`config.mk`:
```
export PLATFORM = sky130hd
export DESIGN_NAME = routing_initiator_lut_flat
export DESIGN_NICKNAME = d
export VERILOG_FILES = /design/src/rtl/routing_initiator_lut_if.sv /design/src/rtl/routing_initiator_lut.sv /design/src/flat_wrapper.sv
export SDC_FILE = /design/constraint.sdc
export NUM_CORES = 1
export LEC_CHECK = 0
export ABC_AREA = 0
export ABC_CLOCK_PERIOD_IN_PS = 2900
export CAP_MARGIN = 20
export CORE_ASPECT_RATIO = 0.6
export CORE_MARGIN = 1
export CORE_UTILIZATION = 42
export CTS_BUF_LIST = sky130_fd_sc_hd__clkbuf_16
export CTS_CLUSTER_DIAMETER = 80
export CTS_CLUSTER_SIZE = 25
export DETAILED_ROUTE_END_ITERATION = 8
export GPL_TIMING_DRIVEN = 0
export PLACE_DENSITY = 0.85
export SLEW_MARGIN = 20
export SYNTH_ARGS = -nofsm -noshare
export SYNTH_HDL_FRONTEND = slang
export SYNTH_SLANG_ARGS = --single-unit
```
`constraint.sdc`:
```
create_clock -name i_clk -period 2.9 [get_ports i_clk]
set_input_delay 0.725 -clock i_clk [delete_from_list [all_inputs] [get_ports i_clk]]
set_output_delay 0.725 -clock i_clk [all_outputs]
set_load 0.005 [all_outputs]
```
`src/rtl/routing_initiator_lut_if.sv`:
```
// Request/response bus of the routing LUT. Optional table-programming signals
// exist only when ROUTING_LUT_PROG_EN is defined.
interface routing_initiator_lut_if #(
    parameter int ADDR_W   = 32,
    parameter int PATH_W   = 7,
    parameter int TGT_W    = 4,
    parameter int ERRCNT_W = 16
);
    logic                req_valid;
    logic                req_ready;
    logic [ADDR_W-1:0]   req_address;
    logic                rsp_valid;
    logic                rsp_ready;
    logic [PATH_W-1:0]   rsp_path;
    logic [TGT_W-1:0]    rsp_target;
    logic                rsp_failed;
    logic [ERRCNT_W-1:0] err_count;
    logic                err_clear;
`ifdef ROUTING_LUT_PROG_EN
    logic                cfg_we;
    logic [3:0]          cfg_index;
    logic [ADDR_W-1:0]   cfg_base;
    logic [ADDR_W-1:0]   cfg_limit;
    logic [PATH_W-1:0]   cfg_path;
    logic [TGT_W-1:0]    cfg_target;
    logic                cfg_enable;
`endif

    modport master (
        output req_valid, req_address, rsp_ready, err_clear,
`ifdef ROUTING_LUT_PROG_EN
        output cfg_we, cfg_index, cfg_base, cfg_limit, cfg_path, cfg_target, cfg_enable,
`endif
        input  req_ready, rsp_valid, rsp_path, rsp_target, rsp_failed, err_count
    );

    modport slave (
        input  req_valid, req_address, rsp_ready, err_clear,
`ifdef ROUTING_LUT_PROG_EN
        input  cfg_we, cfg_index, cfg_base, cfg_limit, cfg_path, cfg_target, cfg_enable,
`endif
        output req_ready, rsp_valid, rsp_path, rsp_target, rsp_failed, err_count
    );
endinterface

```
`src/rtl/routing_initiator_lut.sv`:
```
// Registered address-to-route decoder with a saturating decode-error counter.
// Define ROUTING_LUT_PROG_EN to hold the window table in writable flops.
module routing_initiator_lut #(
    parameter int ADDR_W      = 32,
    parameter int PATH_W      = 7,
    parameter int TGT_W       = 4,
    parameter int NUM_REGIONS = 4,
    parameter logic [NUM_REGIONS*ADDR_W-1:0] REGION_BASE  =
        {32'h40000000, 32'h30000000, 32'h20000000, 32'h1a000000},
    parameter logic [NUM_REGIONS*ADDR_W-1:0] REGION_LIMIT =
        {32'h4fffffff, 32'h3fffffff, 32'h2fffffff, 32'h1fffffff},
    parameter logic [NUM_REGIONS*PATH_W-1:0] REGION_PATH  =
        {7'b0001000, 7'b0000100, 7'b0000010, 7'b0000001},
    parameter logic [NUM_REGIONS*TGT_W-1:0]  REGION_TGT   =
        {4'h3, 4'h2, 4'h1, 4'hc},
    parameter logic [NUM_REGIONS-1:0]        REGION_EN    = NUM_REGIONS'(1),
    parameter int ERRCNT_W    = 16
) (
    input  logic                    i_clk,
    input  logic                    i_rst,
    routing_initiator_lut_if.slave  bus
);

    logic [ADDR_W-1:0] w_base  [NUM_REGIONS];
    logic [ADDR_W-1:0] w_limit [NUM_REGIONS];
    logic [PATH_W-1:0] w_path  [NUM_REGIONS];
    logic [TGT_W-1:0]  w_tgt   [NUM_REGIONS];
    logic              w_en    [NUM_REGIONS];

    for (genvar g = 0; g < NUM_REGIONS; g++) begin : g_tbl
`ifdef ROUTING_LUT_PROG_EN
        logic [ADDR_W-1:0] r_base, r_limit;
        logic [PATH_W-1:0] r_path;
        logic [TGT_W-1:0]  r_tgt;
        logic              r_en;

        // Indices at or beyond NUM_REGIONS never match any entry, so they are dropped.
        always_ff @(posedge i_clk or posedge i_rst) begin
            if (i_rst) begin
                r_base  <= REGION_BASE[g*ADDR_W +: ADDR_W];
                r_limit <= REGION_LIMIT[g*ADDR_W +: ADDR_W];
                r_path  <= REGION_PATH[g*PATH_W +: PATH_W];
                r_tgt   <= REGION_TGT[g*TGT_W +: TGT_W];
                r_en    <= REGION_EN[g];
            end else if (bus.cfg_we && bus.cfg_index == 4'(g)) begin
                r_base  <= bus.cfg_base;
                r_limit <= bus.cfg_limit;
                r_path  <= bus.cfg_path;
                r_tgt   <= bus.cfg_target;
                r_en    <= bus.cfg_enable;
            end
        end

        assign w_base[g]  = r_base;
        assign w_limit[g] = r_limit;
        assign w_path[g]  = r_path;
        assign w_tgt[g]   = r_tgt;
        assign w_en[g]    = r_en;
`else
        assign w_base[g]  = REGION_BASE[g*ADDR_W +: ADDR_W];
        assign w_limit[g] = REGION_LIMIT[g*ADDR_W +: ADDR_W];
        assign w_path[g]  = REGION_PATH[g*PATH_W +: PATH_W];
        assign w_tgt[g]   = REGION_TGT[g*TGT_W +: TGT_W];
        assign w_en[g]    = REGION_EN[g];
`endif
    end

    logic              w_hit;
    logic [PATH_W-1:0] w_dec_path;
    logic [TGT_W-1:0]  w_dec_tgt;

    // Scan high to low so the lowest matching index is the one left standing.
    always_comb begin
        w_hit      = 1'b0;
        w_dec_path = '0;
        w_dec_tgt  = '0;
        for (int i = NUM_REGIONS - 1; i >= 0; i--) begin
            if (w_en[i] && bus.req_address >= w_base[i] && bus.req_address <= w_limit[i]) begin
                w_hit      = 1'b1;
                w_dec_path = w_path[i];
                w_dec_tgt  = w_tgt[i];
            end
        end
    end

    logic                r_rsp_valid;
    logic [PATH_W-1:0]   r_rsp_path;
    logic [TGT_W-1:0]    r_rsp_tgt;
    logic                r_rsp_failed;
    logic [ERRCNT_W-1:0] r_err_count;
    logic                w_accept;

    assign bus.req_ready = !r_rsp_valid || bus.rsp_ready;
    assign w_accept      = bus.req_valid && bus.req_ready;

    always_ff @(posedge i_clk or posedge i_rst) begin
        if (i_rst) begin
            r_rsp_valid  <= 1'b0;
            r_rsp_path   <= '0;
            r_rsp_tgt    <= '0;
            r_rsp_failed <= 1'b0;
        end else if (w_accept) begin
            r_rsp_valid  <= 1'b1;
            r_rsp_path   <= w_dec_path;
            r_rsp_tgt    <= w_dec_tgt;
            r_rsp_failed <= !w_hit;
        end else if (bus.rsp_ready) begin
            r_rsp_valid  <= 1'b0;
        end
    end

    always_ff @(posedge i_clk or posedge i_rst) begin
        if (i_rst)
            r_err_count <= '0;
        else if (bus.err_clear)
            r_err_count <= '0;
        else if (w_accept && !w_hit && r_err_count != '1)
            r_err_count <= r_err_count + 1'b1;
    end

    assign bus.rsp_valid  = r_rsp_valid;
    assign bus.rsp_path   = r_rsp_path;
    assign bus.rsp_target = r_rsp_tgt;
    assign bus.rsp_failed = r_rsp_failed;
    assign bus.err_count  = r_err_count;

endmodule

```
`src/flat_wrapper.sv`:
```
// flat-port wrapper written by rule: the top's interface ports become plain ports
module routing_initiator_lut_flat 
#(
    parameter int ADDR_W      = 32,
    parameter int PATH_W      = 7,
    parameter int TGT_W       = 4,
    parameter int NUM_REGIONS = 4,
    parameter logic [NUM_REGIONS*ADDR_W-1:0] REGION_BASE  =
        {32'h40000000, 32'h30000000, 32'h20000000, 32'h1a000000},
    parameter logic [NUM_REGIONS*ADDR_W-1:0] REGION_LIMIT =
        {32'h4fffffff, 32'h3fffffff, 32'h2fffffff, 32'h1fffffff},
    parameter logic [NUM_REGIONS*PATH_W-1:0] REGION_PATH  =
        {7'b0001000, 7'b0000100, 7'b0000010, 7'b0000001},
    parameter logic [NUM_REGIONS*TGT_W-1:0]  REGION_TGT   =
        {4'h3, 4'h2, 4'h1, 4'hc},
    parameter logic [NUM_REGIONS-1:0]        REGION_EN    = NUM_REGIONS'(1),
    parameter int ERRCNT_W    = 16
)
  (i_clk, i_rst, bus_req_valid, bus_req_address, bus_rsp_ready, bus_err_clear, bus_req_ready, bus_rsp_valid, bus_rsp_path, bus_rsp_target, bus_rsp_failed, bus_err_count);
  routing_initiator_lut_if #(.ADDR_W(ADDR_W), .PATH_W(PATH_W), .TGT_W(TGT_W), .ERRCNT_W(ERRCNT_W)) bus_i ();
  input  logic i_clk;
  input  logic i_rst;
  input wire logic [$bits(bus_i.req_valid)-1:0] bus_req_valid;
  input wire logic [$bits(bus_i.req_address)-1:0] bus_req_address;
  input wire logic [$bits(bus_i.rsp_ready)-1:0] bus_rsp_ready;
  input wire logic [$bits(bus_i.err_clear)-1:0] bus_err_clear;
  output wire logic [$bits(bus_i.req_ready)-1:0] bus_req_ready;
  output wire logic [$bits(bus_i.rsp_valid)-1:0] bus_rsp_valid;
  output wire logic [$bits(bus_i.rsp_path)-1:0] bus_rsp_path;
  output wire logic [$bits(bus_i.rsp_target)-1:0] bus_rsp_target;
  output wire logic [$bits(bus_i.rsp_failed)-1:0] bus_rsp_failed;
  output wire logic [$bits(bus_i.err_count)-1:0] bus_err_count;
  assign bus_i.req_valid = bus_req_valid;
  assign bus_i.req_address = bus_req_address;
  assign bus_i.rsp_ready = bus_rsp_ready;
  assign bus_i.err_clear = bus_err_clear;
  assign bus_req_ready = bus_i.req_ready;
  assign bus_rsp_valid = bus_i.rsp_valid;
  assign bus_rsp_path = bus_i.rsp_path;
  assign bus_rsp_target = bus_i.rsp_target;
  assign bus_rsp_failed = bus_i.rsp_failed;
  assign bus_err_count = bus_i.err_count;
  routing_initiator_lut #(.ADDR_W(ADDR_W), .PATH_W(PATH_W), .TGT_W(TGT_W), .NUM_REGIONS(NUM_REGIONS), .REGION_BASE(REGION_BASE), .REGION_LIMIT(REGION_LIMIT), .REGION_PATH(REGION_PATH), .REGION_TGT(REGION_TGT), .REGION_EN(REGION_EN), .ERRCNT_W(ERRCNT_W)) u_core (.i_clk(i_clk), .i_rst(i_rst), .bus(bus_i));
endmodule
```
### Yosys cells after proc, flatten, opt, wreduce, memory -nomap -nowiden

Cells that the tools add are included.

* $add $sub $neg: 1
* magnitude comparators: 2
* equal/unequal tests: 1
* multiplexer cells: 7
* reduce and logical (&&, ||, !) cells: 9

Operator list (count)
* $ge A32 B29 Y1 const B: 1
* $le A32 B29 Y1 const B: 1
* $mux W16: 2
* $add A16 B1 Y16 const B: 1
* $ne A16 B16 Y1 const B: 1
* $logic_and A1 B1 Y1: 4
* $mux W1: 4
* $mux W4: 1
* $reduce_bool A2 Y1: 2
* $logic_not A1 Y1: 2
* $logic_or A1 B1 Y1: 1

* register bits after elaboration: 29
* output and inout bits: 30

### Logic depth before layout (Yosys ltp)

Gate-level depths: netlist (run 1).

* depth after elaboration: 8
* mapped depth: 5
* gate-level depth less buffers: 5

### Worst setup path before layout (run 1)

No wires, ideal clock.

* kind: input -> register
* start: input port bus_req_address[31]
* end: register u_core.r_err_count[3], in the netlist u_core.bus.err_count[3]
* data arrival time: 2046 ps
* required time: 2775 ps
* setup slack: 729 ps
* stages on the path: 5
* buffers on the path: 1
* path through: or4b_4 -> o211ai_4 -> buf_6 -> a211oi_2 -> mux2_4

* word-level cells in the longest chain between the ends: 7

Ends and longest elaborated chain
* from (decl): RTL line flat_wrapper.sv:24 `input wire logic [$bits(bus_i.req_address)-1:0] bus_req_address;`
* $ge A32 B29 Y1 or $le A32 B29 Y1 (tied branches): RTL line routing_initiator_lut.sv:78 `if (w_en[i] && bus.req_address >= w_base[i] && bus.req_address <= w_limit[i]) begin`
* $logic_and A1 B1 Y1 (*): RTL line routing_initiator_lut.sv:78
* $mux W1 (*): RTL line routing_initiator_lut.sv:78
* $logic_not A1 Y1 (*): RTL line routing_initiator_lut.sv:117 `else if (w_accept && !w_hit && r_err_count != '1)`
* $logic_and A1 B1 Y1 (*) (2 in series): RTL line routing_initiator_lut.sv:117
* $reduce_bool A2 Y1 (no line) (*)
* to (signal assigned): RTL line routing_initiator_lut.sv:118 `r_err_count <= r_err_count + 1'b1;`
* to (decl): RTL line routing_initiator_lut.sv:90 `logic [ERRCNT_W-1:0] r_err_count;`

Mark *: on every way between the ends. The rest lies on a longest branch, timed or not.
A chain may end at the register's enable or synchronous reset.

### Worst setup path in the final report (run 1)

* start: input port bus_rsp_ready
* end: output port bus_req_ready

* word-level cells in the longest chain between the ends: 1

Ends and longest elaborated chain
* from (decl): RTL line flat_wrapper.sv:25 `input wire logic [$bits(bus_i.rsp_ready)-1:0] bus_rsp_ready;`
* $logic_or A1 B1 Y1: RTL line routing_initiator_lut.sv:93 `assign bus.req_ready = !r_rsp_valid || bus.rsp_ready;`
* to (decl): RTL line flat_wrapper.sv:27 `output wire logic [$bits(bus_i.req_ready)-1:0] bus_req_ready;`

Every way passes these cells.

==> impl_metrics.toml, run 1 <==
[grt]
grt_usage = 0.212
grt_pass1_wl_um = 5140
antenna_found_initial = 0
grt_start_max_net_pins = 20
grt-ovfl-total = 0
grt_pass1_vias = 1125

[placed_design]
dpl.cell_count = 205
hpwl_um = 2330
place_congestion = 0.858
io_buffers = 32
dp_slack_ns = 0.177

[timing]
period_share = 0.911
final-hold-violation-count = 0
fin_skew_ns = 0.00184
report.final.slew_viol_count = 0
rsz0062_at_grt = "false"
fmax_ghz = 0.378
tightest_slew_ns = 0.739
fin_ws_ns = 0.257
finalCriticalPeriod_ns = 2.64
tns_ns = 0
maxSlewHeadroom = 0.506
setup_violations = 0

[clock_network]
clockBufferDepth = 2
holdBufCountCts = 0
cts-resized-gates = 0
clock_sinks = 19
htreeDepth = 1
cts_made_buffers = 3
post_cts_buffers = 0
cts_root_buf = "clkbuf_16"
tritoncts = "yes"
clk_latency_ns = 0.25
clk_pin_slew_ns = 0.05

[power_and_ir_drop]
vdd_drop_max_uv = 254
total_power_w = 0.000651
power_density_nw_per_um2 = 374
p_leak_nw = 0.719

[logic_synthesis]
yosysUniqueCellTypes = 36
synth_seq_cells = 19
synth_common_cells = "dfrtp_1 (19), nor2_1 (13), buf_4 (11)"
synthMuxAreaShare = 0.118
async_flop_share = 1.00
synth.largest_area_cell = "dfrtp_1"
ys_seq_area_frac = 0.376
syn_inst = 126
yosys_warnings = 0
syn-cell-area_sq_um = 1260
synth_compound_area_frac = 0.150
synthAdderAreaFrac = 0.00989
synth_flop_cell = "dfrtp_1"
synth.top_cell.area_share = 0.376
synthXorXnorAreaFrac = 0
synth_top_family_by_area = "simple AND/OR/NAND/NOR gates"
synth_area_leaders = "dfrtp_1 (38%), buf_4 (6.5%), nor2b_1 (4.9%)"
avgSynthCellArea_sq_um = 10.0
synth_edf_count = 0
synthSimpleGateAreaFrac = 0.248
synth_most_common_cell = "dfrtp_1"

[cells_and_area]
diodes = 0
instances_no_fill = 209
fin_nets = 208
drive_above_1_share = 0.207
area_growth_syn_to_layout_pct = 37.6
final_util = 0.649

[flow_run]
cap_violations = 0

[worst_setup_path]
worstPathMaxFanout = 5
crit_type = "input port to primary output"
arrival_ns = 1.92
startpoint_type = "input port"
worstPathRequired_ns = 2.17
end_kind = "primary output"

[drt]
drtPass1Iterations = 5
num_vias = 1087
drtAntennaViolNets = 0
wire_per_inst_um = 14.6
drt_iter0_markers = 105
drc_errors = 0
avgViaCountPerCell = 5.20
wirelength_um = 3050

[min_path]
hp-class = "flip-flop to flip-flop"

[floorplanning]
num_io_pins = 67
fp.dieH_um = 44.5
die_w_um = 72.9
core.rowCount = 14
start_util = 0.472
core-area_sq_um = 2680
dieArea_sq_um = 3240

[run_status]
status = "finished clean"
## report_power, final
part | switching, W | internal, W
sequential | 0.00000650 | 0.000272
combinational | 0.0000415 | 0.0000553
clock | 0.0000928 | 0.000183
## stage by stage
stage,cell area (sq um),hold slack (ns)
after floorplan,1290,0.503
after global placement,1660,0.519
after detailed placement,1660,0.523
after CTS,1740,0.533
after global routing,1740,0.566
final,1740,0.529
## kinds of logic (layout without fill, tap and decap cells)
| kind of cell | Yosys count | in the layout |
|---|---|---|
| adders and majority gates | 1 | 1 |
| DFF | 19 | 19 |
| other | 1 | 8 |
| AOI/OAI and AO/OA | 20 | 20 |
| muxes | 12 | 12 |
| buffers and inverters | 19 | 55 |
| and+or+nand+nor | 54 | 54 |
## worst paths after layout
kind / start / endpoint / slack [ns] / cells after the start
max: bus_rsp_ready / bus_req_ready / 0.26 / 3
min: u_core.bus.err_count[15]$_DFFE_PP0P_ / u_core.bus.err_count[15]$_DFFE_PP0P_ / 0.53 / 1
max reg2reg: u_core.bus.err_count[0]$_DFFE_PP0P_ / u_core.bus.err_count[12]$_DFFE_PP0P_ / 0.83 / 5
min reg2reg: u_core.bus.err_count[15]$_DFFE_PP0P_ / u_core.bus.err_count[15]$_DFFE_PP0P_ / 0.53 / 1
max in group asynchronous: i_rst / u_core.bus.err_count[15]$_DFFE_PP0P_ / 1.52 / 2
min in group asynchronous: i_rst / u_core.bus.err_count[3]$_DFFE_PP0P_ / 0.92 / 2
## registers in the layout, indices dropped and copies added (netlist names)
name	cells
u_core.bus.rsp_target	1
u_core.bus.rsp_valid	1
u_core.bus.rsp_failed	1
u_core.bus.err_count	16
## worst max-delay path, cell delays in order
cell and delay (ns):
clkdlybuf4s50_1 0.44, nand2b_1 0.21, clkdlybuf4s50_1 0.55
## area by class of cell
cell class | instances | area [sq um]
multi-input cells | 95 | 696
clock buffers | 3 | 75.1
plain buffers | 15 | 105
repair buffers | 32 | 320
well taps | 40 | 50.0
flip-flops and latches | 19 | 475
clock inverters | 1 | 3.75
fillers | 220 | 940
inverters | 4 | 15.0
## cells in the final DEF, fill, tap and decap left out
cell type        instances
a2111oi_0                3
a211oi_2                 4
a21oi_1                  2
a311oi_1                 3
a41oi_1                  2
and2_1                   1
and3_1                   1
and4_1                   2
buf_4                   11
buf_6                    1
clkbuf_1                 3
clkbuf_16                3
clkdlybuf4s50_1         32
conb_1                   8
dfrtp_1                 19
ha_1                     1
inv_1                    5
mux2_1                   2
mux2_2                   5
mux2_4                   4
mux2i_1                  1
nand2_1                  5
nand2b_1                 5
nand3_1                  5
nand4_1                  1
nor2_1                  13
nor2_2                   1
nor2b_1                 10
nor3_1                   3
nor4_1                   2
nor4_2                   3
o211a_1                  1
o211ai_4                 1
o21a_1                   1
o21ai_0                  2
o41a_1                   1
or2_2                    1
or4b_4                   1
## metal layers
layer  up-vias  global-route usage  part of all wire
li1        529                   -                 -
met1       515               0.256              0.44
met2        39               0.393              0.51
met3         4              0.0592             0.052
met4         0              0.0275            0.0023
met5         -                   0                 0
No activity file was read; power rests on OpenSTA's default activity.
==> inputs of run 2 (changes only) <==
--- a/config.mk
+++ b/config.mk
@@ -9,7 +9,7 @@
 export ABC_CLOCK_PERIOD_IN_PS = 2900
 export CAP_MARGIN = 20
 export CORE_ASPECT_RATIO = 0.6
-export CORE_MARGIN = 1
+export CORE_MARGIN = 2
 export CORE_UTILIZATION = 42
 export CTS_BUF_LIST = sky130_fd_sc_hd__clkbuf_16
 export CTS_CLUSTER_DIAMETER = 80
==> run 2 against run 1 <==
Clock power up 3%. Core utilization down 4.2 points. Worst setup slack worse by 0.031 ns. Cell count up 0.96%. Sequential power about the same. Non-clock buffer count unchanged. Combinational power up 0.7%. Final area up 0.14%. Via count up 3.6%. Critical path type unchanged. Highest routed layer unchanged.
==> impl_metrics.toml, run 2 (synthesis results as in run 1) <==
[cells_and_area]
instances_no_fill = 211
nFillCells = 259
drive_above_1_share = 0.207
final_cell_mix = "clkdlybuf4s50_1 (32), dfrtp_1 (19), nor2_1 (13), buf_4 (11), nor2b_1 (10)"
area_growth_syn_to_layout_pct = 37.8
final_common_cell = "clkdlybuf4s50_1"
multiInputGateArea_sq_um = 696
largest_reg_flops = 16
diodes = 0
ff_latch_area_sq_um = 475
fin_nets = 208

[worst_setup_path]
worstPathMaxFanout = 5
startpoint_type = "input port"
worstPathRequired_ns = 2.17
arrival_ns = 1.95
crit_type = "input port to primary output"
end_kind = "primary output"

[clock_network]
cts-resized-gates = 0
tritoncts = "yes"
post_cts_buffers = 0
clk_latency_ns = 0.25
clockBufferDepth = 2
clock_sinks = 19
htreeDepth = 1
holdBufCountCts = 0
cts_root_buf = "clkbuf_16"
cts_made_buffers = 3
clk_pin_slew_ns = 0.05

[drt]
drtPass1Iterations = 4
drt_iter0_markers = 39
wire_per_inst_um = 14.9
drc_errors = 0
drtAntennaViolNets = 0
num_vias = 1126
wirelength_um = 3140
avgViaCountPerCell = 5.34

[timing]
rsz0062_at_grt = "false"
tns_ns = 0
period_share = 0.922
setup_violations = 0
finalCriticalPeriod_ns = 2.67
maxSlewHeadroom = 0.505
final-hold-violation-count = 0
fin_skew_ns = 0.00362
report.final.slew_viol_count = 0
fin_hold_ws_ns = 0.547
tightest_slew_ns = 0.742
fin_ws_ns = 0.225
fmax_ghz = 0.374

[min_path]
hp-class = "flip-flop to flip-flop"

[grt]
met2_usage = 0.323
grt_usage = 0.192
grt_use_met1 = 0.238
grt-ovfl-total = 0
grt_start_max_net_pins = 20
grt_pass1_wl_um = 4930
grt_pass1_vias = 1067
antenna_found_initial = 0
grt_util_met3 = 0.0613
busiest_layer = "met2"

[placed_design]
place_congestion = 0.782
hpwl_um = 2310
dpl.cell_count = 207
io_buffers = 32
dp_slack_ns = 0.139

[power_and_ir_drop]
sequentialPowerShare = 0.422
swShare = 0.228
intPower_w = 0.000511
p_sw_w = 0.000151
vdd_drop_max_uv = 211
p_comb_frac = 0.147
p_clk_frac = 0.431
p_leak_nw = 0.719
power_density_nw_per_um2 = 379

[floorplanning]
num_io_pins = 67
die_w_um = 74.9
fp.dieH_um = 46.5
core-area_sq_um = 2870
dieArea_sq_um = 3480
start_util = 0.441
core.rowCount = 15

[flow_run]
cap_violations = 0

[run_status]
status = "finished clean"
-- run 2: cell counts in the layout (fill, tap and decap cells not counted) --
No cell type changed its count.
-- run 2: layer usage --
metal	vias up	share of wire
met3	7	0.084
met5	-	0
met4	0	0.011
met2	50	0.45
li1	527	-
met1	542	0.46
-- run 2: worst max-delay path: stages --
cell and delay [ns]:
clkdlybuf4s50_1 0.45, nand2b_1 0.23, clkdlybuf4s50_1 0.55
-- run 2: path summary, 6_finish.rpt --
kind,startpoint,to,slack [ns],cells past startpoint
worst max register to register,u_core.bus.err_count[0]$_DFFE_PP0P_,u_core.bus.err_count[12]$_DFFE_PP0P_,0.80,5
worst min register to register,u_core.bus.rsp_target[2]$_DFFE_PP0P_,u_core.bus.rsp_target[2]$_DFFE_PP0P_,0.55,1
max in group asynchronous,i_rst,u_core.bus.err_count[13]$_DFFE_PP0P_,1.53,2
min in group asynchronous,i_rst,u_core.bus.err_count[3]$_DFFE_PP0P_,0.91,2
worst max-delay path,bus_rsp_ready,bus_req_ready,0.23,3
worst min-delay path,u_core.bus.rsp_target[2]$_DFFE_PP0P_,u_core.bus.rsp_target[2]$_DFFE_PP0P_,0.55,1
-- run 2: power groups by stage --
stage | Sequential [W] | Combinational [W] | Clock [W]
finish | 0.000279 | 0.0000975 | 0.000285
global route | 0.000280 | 0.000108 | 0.000295
CTS | 0.000279 | 0.0000979 | 0.000285
detailed placement | 0.000284 | 0.0000970 | 0
global placement | 0.000282 | 0.0000944 | 0
floorplan | 0.000283 | 0.0000505 | 0
-- run 2: cell type report --
class / instances / area share
plain buffers: 15 / 0.0603
multi-input cells: 95 / 0.399
repair buffers: 32 / 0.184
clock inverters: 1 / 0.00215
well taps: 42 / 0.0302
clock buffers: 3 / 0.0431
flip-flops and latches: 19 / 0.273
inverters: 4 / 0.00861
-- run 2: per-stage QoR --
stage               utilization  instance area (sq um)  power [W]
global route              0.607                   1740   0.000683
CTS                       0.607                   1740   0.000662
finish                    0.607                   1740   0.000661
detailed placement        0.580                   1660   0.000381
floorplan                     -                   1290   0.000333
global placement          0.580                   1660   0.000377
